--- config.mk ---
export PLATFORM = sky130hd
export DESIGN_NAME = dbg_run_ctrl_flat
export DESIGN_NICKNAME = d
export VERILOG_FILES = /design/src/rtl/dbg_run_ctrl_if.sv /design/src/rtl/dbg_run_ctrl.sv /design/src/flat_wrapper.sv
export SDC_FILE = /design/constraint.sdc
export NUM_CORES = 1
export LEC_CHECK = 0
export ABC_AREA = 1
export ABC_CLOCK_PERIOD_IN_PS = 3280
export CAP_MARGIN = 10
export CORE_MARGIN = 2
export CORE_UTILIZATION = 45
export DETAILED_ROUTE_END_ITERATION = 16
export GPL_TIMING_DRIVEN = 1
export PLACE_DENSITY = 0.8
export SYNTH_ARGS = -nofsm -noshare
export SYNTH_HDL_FRONTEND = slang
export SYNTH_SLANG_ARGS = --single-unit
export TNS_END_PERCENT = 10
--- constraint.sdc ---
create_clock -name clk -period 3.28 [get_ports clk]
set_input_delay 0.328 -clock clk [delete_from_list [all_inputs] [get_ports clk]]
set_output_delay 0.328 -clock clk [all_outputs]
set_load 0.02 [all_outputs]
--- src/rtl/dbg_run_ctrl_if.sv ---
// dbg_run_ctrl_if: host command handshake into the run/halt controller
interface dbg_run_ctrl_if;
    logic       cmd_valid;
    logic [1:0] cmd_op;
    logic       cmd_ready;
    modport master (output cmd_valid, cmd_op, input cmd_ready);
    modport slave  (input cmd_valid, cmd_op, output cmd_ready);
endinterface

--- src/rtl/dbg_run_ctrl.sv ---
// dbg_run_ctrl: run/halt/single-step controller gating core commits, with cycle/instret counters
module dbg_run_ctrl #(
    parameter int XLEN  = 32,
    parameter int CNT_W = 32
) (
    input  logic                clk,
    input  logic                rst,
    dbg_run_ctrl_if.slave       cmd,
    input  logic                bp_en,
    input  logic [XLEN-1:0]     bp_addr,
    input  logic [XLEN-1:0]     pc,
    input  logic [XLEN-1:0]     inst,
    input  logic                cnt_clr,
    output logic                commit_en,
    output logic                halted,
    output logic [1:0]          halt_cause,
    output logic [CNT_W-1:0]    cycle_cnt,
    output logic [CNT_W-1:0]    instret_cnt
);
    localparam logic [1:0] HALTED = 2'd0, RUN = 2'd1, STEP = 2'd2;
    localparam logic [1:0] OP_RUN = 2'b01, OP_HALT = 2'b10, OP_STEP = 2'b11;
    localparam logic [XLEN-1:0] EBREAK = XLEN'(32'h00100073);
    logic [1:0] state, state_nx, cause_nx;
    logic       skip, hit, accept;
    always_comb begin
        hit           = !skip && ((bp_en && pc == bp_addr) || inst == EBREAK);
        // rst gates commit so nothing leaks through while reset is asserting
        commit_en     = rst && (state == STEP || (state == RUN && !hit));
        cmd.cmd_ready = state != STEP;
        accept        = cmd.cmd_valid && cmd.cmd_ready;
        state_nx      = state;
        cause_nx      = halt_cause;
        if (state == STEP) begin
            state_nx = HALTED;
            cause_nx = 2'b10;
        end else if (state == RUN && hit) begin
            state_nx = HALTED;
            cause_nx = 2'b11;
        end else if (state == RUN && accept && cmd.cmd_op == OP_HALT) begin
            state_nx = HALTED;
            cause_nx = 2'b01;
        end else if (state == HALTED && accept && cmd.cmd_op == OP_RUN) begin
            state_nx = RUN;
        end else if (state == HALTED && accept && cmd.cmd_op == OP_STEP) begin
            state_nx = STEP;
        end
    end
    always_ff @(posedge clk or negedge rst) begin
        if (!rst) begin
            state       <= HALTED;
            halted      <= 1'b1;
            halt_cause  <= 2'b00;
            skip        <= 1'b0;
            cycle_cnt   <= '0;
            instret_cnt <= '0;
        end else begin
            state       <= state_nx;
            halted      <= state_nx == HALTED;
            halt_cause  <= cause_nx;
            // first instruction after a resume is exempt from break checks
            skip        <= (state == HALTED && state_nx == RUN) ? 1'b1 : (state == RUN ? 1'b0 : skip);
            cycle_cnt   <= cnt_clr ? '0 : cycle_cnt + CNT_W'(state != HALTED);
            instret_cnt <= cnt_clr ? '0 : instret_cnt + CNT_W'(commit_en);
        end
    end
endmodule

--- src/flat_wrapper.sv ---
// flat-port wrapper written by rule: the top's interface ports become plain ports
module dbg_run_ctrl_flat 
#(
    parameter int XLEN  = 32,
    parameter int CNT_W = 32
)
  (clk, rst, bp_en, bp_addr, pc, inst, cnt_clr, commit_en, halted, halt_cause, cycle_cnt, instret_cnt, cmd_cmd_valid, cmd_cmd_op, cmd_cmd_ready);
  dbg_run_ctrl_if cmd_i ();
  input  logic clk;
  input  logic rst;
  input  logic bp_en;
  input  logic [XLEN-1:0] bp_addr;
  input  logic [XLEN-1:0] pc;
  input  logic [XLEN-1:0] inst;
  input  logic cnt_clr;
  output logic commit_en;
  output logic halted;
  output logic [1:0] halt_cause;
  output logic [CNT_W-1:0] cycle_cnt;
  output logic [CNT_W-1:0] instret_cnt;
  input wire logic [$bits(cmd_i.cmd_valid)-1:0] cmd_cmd_valid;
  input wire logic [$bits(cmd_i.cmd_op)-1:0] cmd_cmd_op;
  output wire logic [$bits(cmd_i.cmd_ready)-1:0] cmd_cmd_ready;
  assign cmd_i.cmd_valid = cmd_cmd_valid;
  assign cmd_i.cmd_op = cmd_cmd_op;
  assign cmd_cmd_ready = cmd_i.cmd_ready;
  dbg_run_ctrl #(.XLEN(XLEN), .CNT_W(CNT_W)) u_core (.clk(clk), .rst(rst), .cmd(cmd_i), .bp_en(bp_en), .bp_addr(bp_addr), .pc(pc), .inst(inst), .cnt_clr(cnt_clr), .commit_en(commit_en), .halted(halted), .halt_cause(halt_cause), .cycle_cnt(cycle_cnt), .instret_cnt(instret_cnt));
endmodule
Yosys cells after proc, flatten, opt, wreduce, memory -nomap -nowiden. Index checks and enable logic that the tools add are counted.

Bits in registers: 70. Input port bits: 103. Output and inout bits: 69.

$add $sub $neg: 2. Equality and inequality tests: 9. Muxes and demuxes: 12. Reduce and logical (&&, ||, !) cells: 21.

Operator list (number): 32-bit by 1-bit adder with 32-bit output (2); 32-bit 2-to-1 mux (2); 32-bit by 21-bit == test with 1-bit output, second input constant (1); 32-bit == test (1); 2-bit 2-to-1 mux (8); 1-bit logical AND (12); 2-bit by 1-bit == test with 1-bit output, second input constant (3); 2-bit == test, second input constant (3); 2-bit logical NOT (2); 2-bit nonzero test (2); 3-bit nonzero test (1); 1-bit logical NOT (2); 1-bit logical OR (2); 1-bit 2-to-1 mux (2); 2-bit != test, second input constant (1).

Logic depth before layout (Yosys ltp).
Depth after elaboration: 12. Gate-level depth with buffers: 26.

Least setup slack after synthesis. No wires, ideal clock.

Path type: in2reg. Start: in bp_addr[1]. End: reg u_core.instret_cnt[20]. Setup time: 0.077 ns. Data arrival time: 2.919 ns. Data required time: 3.203 ns. Path slack: 0.284 ns. Stages: 24. Cell sequence: inv_1 or2_2 nand2_1 nor2_1 nand3_1 nor2_1 nand3_1 nand2_1 nand2_1 nand2_1 a21boi_0 ha_1 nand2_1 inv_1 nand2_1 nor2_2 inv_2 nor2_1 nand2_1 inv_2 nand3_2 nor2_2 o21ai_1 a21oi_1.

Word-level cells in the longest chain between the ends: 10.

Ends and longest elaborated chain: start: declaration (RTL line flat_wrapper.sv:12) `input logic [XLEN-1:0] bp_addr;`; 32-bit == test (RTL line dbg_run_ctrl.sv:26) `hit = !skip && ((bp_en && pc == bp_addr) || inst == EBREAK);`; 1-bit logical AND (RTL line dbg_run_ctrl.sv:26); 1-bit logical OR (RTL line dbg_run_ctrl.sv:26); 1-bit logical AND (RTL line dbg_run_ctrl.sv:26); 1-bit logical NOT (RTL line dbg_run_ctrl.sv:28) `commit_en = rst && (state == STEP || (state == RUN && !hit));`; 1-bit logical AND (RTL line dbg_run_ctrl.sv:28); 1-bit logical OR (RTL line dbg_run_ctrl.sv:28); 1-bit logical AND (RTL line dbg_run_ctrl.sv:28); net commit_en (RTL line flat_wrapper.sv:16) `output logic commit_en;`; 32-bit by 1-bit adder with 32-bit output (RTL line dbg_run_ctrl.sv:63) `instret_cnt <= cnt_clr ? '0 : instret_cnt + CNT_W'(commit_en);`; 32-bit 2-to-1 mux (RTL line dbg_run_ctrl.sv:63); end signal: assignment (RTL line dbg_run_ctrl.sv:63); end: declaration (RTL line dbg_run_ctrl.sv:18) `output logic [CNT_W-1:0] instret_cnt`.

The timed path passes the listed nets, and every way through them passes these cells. A chain may end at the register's enable or synchronous reset.

Final worst setup path.
Start: in bp_addr[1]. End: reg u_core.instret_cnt[31].

Word-level cells in the longest chain between the ends: 10.

Ends and longest elaborated chain (RTL line): 32-bit == test (dbg_run_ctrl.sv:26); 1-bit logical AND (dbg_run_ctrl.sv:26); 1-bit logical OR (dbg_run_ctrl.sv:26); 1-bit logical AND (dbg_run_ctrl.sv:26); 1-bit logical NOT (dbg_run_ctrl.sv:28); 1-bit logical AND (dbg_run_ctrl.sv:28); 1-bit logical OR (dbg_run_ctrl.sv:28); 1-bit logical AND (dbg_run_ctrl.sv:28); 32-bit by 1-bit adder with 32-bit output (dbg_run_ctrl.sv:63); 32-bit 2-to-1 mux (dbg_run_ctrl.sv:63).

Every way passes these cells.

==> out/summary.txt <==
Status = completed
Mapped cell area = 4790 µm²
Cell Count, Final, Fillers Out = 1,028
Die area = 11,500 µm²
Post-Place Setup Slack = 11.5 ps
TNS Setup = 0 ps
Routed via count = 5,327
CTS tree = yes
Grt met1 use = 0.349
Worst setup path class = primary input to flip-flop
YS warnings = 0
CTS Sinks = 70
Peak VDD IR = 179 µV
Clk Latency, worst-skew pair = 360 ps
CTS buffer count = 9
IO Pins = 172
Routed wire length = 14,700 µm
Hold Fails Final Rpt = 0
Leakage dissipation = 0.00306 µW
Tmin final = 2910 ps
H-tree Lvls = 3
Critical Path RT = 3520 ps
Crit Path Max Fanout = 4
Cts hold-fix bufs = 0
Met3 GRT Util = 0.0505
Row cnt = 37
Share of the synthesized area in the top cell type = 0.361
Ys async rst share = 1.00
Root Buffer = clkbuf_8
# resized after CTS = 0
Clock transition at path regs = 90 ps
Top cell by count, worst path = nand2_1
Worst path max stage delay = 450 ps
Final Skew = 20.5 ps
# placed instances = 1,012
Antenna cells = 0
First-pass GRT wire length = 23,900 µm
Routed Antenna Nets = 0
# setup viols final = 0
Port buffer count = 171
Post-Syn Instances = 705
Max Cap Viol = 0
Synth unique cells = 37
Slew headroom = 0.354
Core ar. = 10,300 µm²
Initial drt markers = 307
PnR Total Power = 2160 µW
Synth-to-Final Area Change = 43.4%
CP Data Arrival Time = 3150 ps
Area of the multi-input gates = 2540 µm²
Tcrit/Tclk final = 0.887
Post-Syn Area per Cell = 6.79 µm²
Peak Freq = 344 MHz
Final worst slack = 372 ps
Die Ht = 107 µm
Crit. End Element = flip-flop
Fill count = 899
Clock buffer depth = 2
Storage cell area = 1750 µm²
Post-synth top area cell = dfrtp_1
Initial antenna violation count = 0
Routability cong. = 0.914
Cells along the critical path = clkdlybuf4s50_1 > inv_1 > or2_2 > nand2_1 > nor2_1 > nand3_1 > nor2_1 > nand3_1 > nand2_1 > nand2_1 > nand2_1 > a21boi_0 > buf_4 > ha_1 > nand2_1 > inv_1 > nand2_1 > nor2_2 > nand2_1 > nor4_2 > nand2_1 > xor2_1 > nor2_1
RSZ-0062 raised after global routing = no
Most Used Layer, Global Route = met2
Iteration count of the initial detailed-routing pass = 5
Hold Path Class = primary input to async pin
Syn Nets = 812
Largest cells by area after synthesis = dfrtp_1, nand2_1, nor2_1
Commonest cells after routing, fill and taps aside = clkdlybuf4s50_1, nand2_1, nor2_1, inv_1, dfrtp_1
Final Max Slew Viols = 0
Commonest non-fill, non-tap cell in the layout = clkdlybuf4s50_1
Sequential-to-total area share from yosys stat = 0.366
Die width = 107 µm
Total grt overflow = 0
# DRC = 0
Total track usage = 0.262
Startpoint Class = primary input
Most common flop cell mapped by yosys = dfrtp_1
Number of synthesized flops with an enable pin = 0
Routed length per instance = 14.3 µm
Synth Register Bits = 70
Tightest Pin Transition = 968 ps
Post-CTS setup buffers = 0
Number of vias per cell = 5.18
Final Util = 0.665
Largest net degree at the start of global routing = 71
Share of post-route cells with drive strength above 1 = 0.0706
Power density cells = 314 nW/µm²
Initial Util = 0.464
Vias in the first global route = 5,050
HPWL after detailed placement = 11,700 µm
M2 GR Usage = 0.437
Nets = 994
Slowest-stage cell, CP = clkdlybuf4s50_1
==> metal layers <==
metal / routed length (µm) / vias up / share of wire
li1: - / 2618 / -
met1: 6320 / 2480 / 0.43
met2: 7100 / 205 / 0.48
met3: 985 / 24 / 0.067
met4: 261 / 0 / 0.018
met5: 0 / - / 0
==> synth_stat cells, drive strengths merged (4+ instances only) <==
cell type and count:
inv 125, nand3 31, xor2 11, a21oi 24
o21ai 25, dfrtp 69, ha 4, nand4 39
clkbuf 7, nor3 40, nor2 130, nor4 9
xnor2 17, nand2 157
==> final timing paths <==
check	start	end	slack (ps)	depth (start not counted)
setup / recovery	bp_addr[1]	u_core.instret_cnt[31]$_DFF_PN0_	370	23
hold / removal	rst	u_core.instret_cnt[23]$_DFF_PN0_	230	2
setup reg to reg	u_core.state[1]$_DFF_PN0_	u_core.instret_cnt[31]$_DFF_PN0_	890	14
hold reg to reg	u_core.halt_cause[1]$_DFFE_PN0P_	u_core.halt_cause[1]$_DFFE_PN0P_	520	2
max in group asynchronous	rst	u_core.cycle_cnt[31]$_DFF_PN0_	2490	2
min in group clk	u_core.halt_cause[1]$_DFFE_PN0P_	u_core.halt_cause[1]$_DFFE_PN0P_	520	2
==> report_power, final <==
part	internal, µW	leakage (µW)	switching (µW)	total (µW)
Combinational	280	0.00201	299	579
Clock	275	0.0000852	351	626
Sequential	919	0.000963	34.5	954
==> through the flow <==
| step | hold slack, ps | cell area, µm² |
|---|---|---|
| after floorplan | 32.4 | 4790 |
| after global placement | 502 | 6690 |
| after detailed placement | 502 | 6690 |
| after CTS | 258 | 6870 |
| after global routing | 305 | 6870 |
| final | 228 | 6870 |
==> cell families after synthesis <==
group / Yosys count / synth area share
simple gates: 412 / 0.402
xor+xnor: 28 / 0.0512
buf+inv: 133 / 0.104
flops: 70 / 0.366
fa+ha+maj: 4 / 0.0104
compound gates: 58 / 0.0666
==> registers in the layout, indices dropped and copies added (netlist names) <==
name	count
u_core.state	2
u_core.instret_cnt	32
u_core.halted	1
u_core.skip	1
u_core.cycle_cnt	32
u_core.halt_cause	2
==> cell type report <==
cell class,instances,area share
Multi-Input combinational cell,502,0.369
Timing Repair Buffer,178,0.256
Inverter,126,0.0689
Tap cell,136,0.0248
Clock buffer,9,0.0180
Sequential cell,70,0.255
Clock inverter,7,0.00747
==> worst max-delay path: cells and delay by family <==
kind	cells	cell delay [ps]
simple gates	16	1670
buf+inv	4	700
compound gates	1	160
xor+xnor	1	150
fa+ha+maj	1	130
Power figures use the tool's default switching activity.
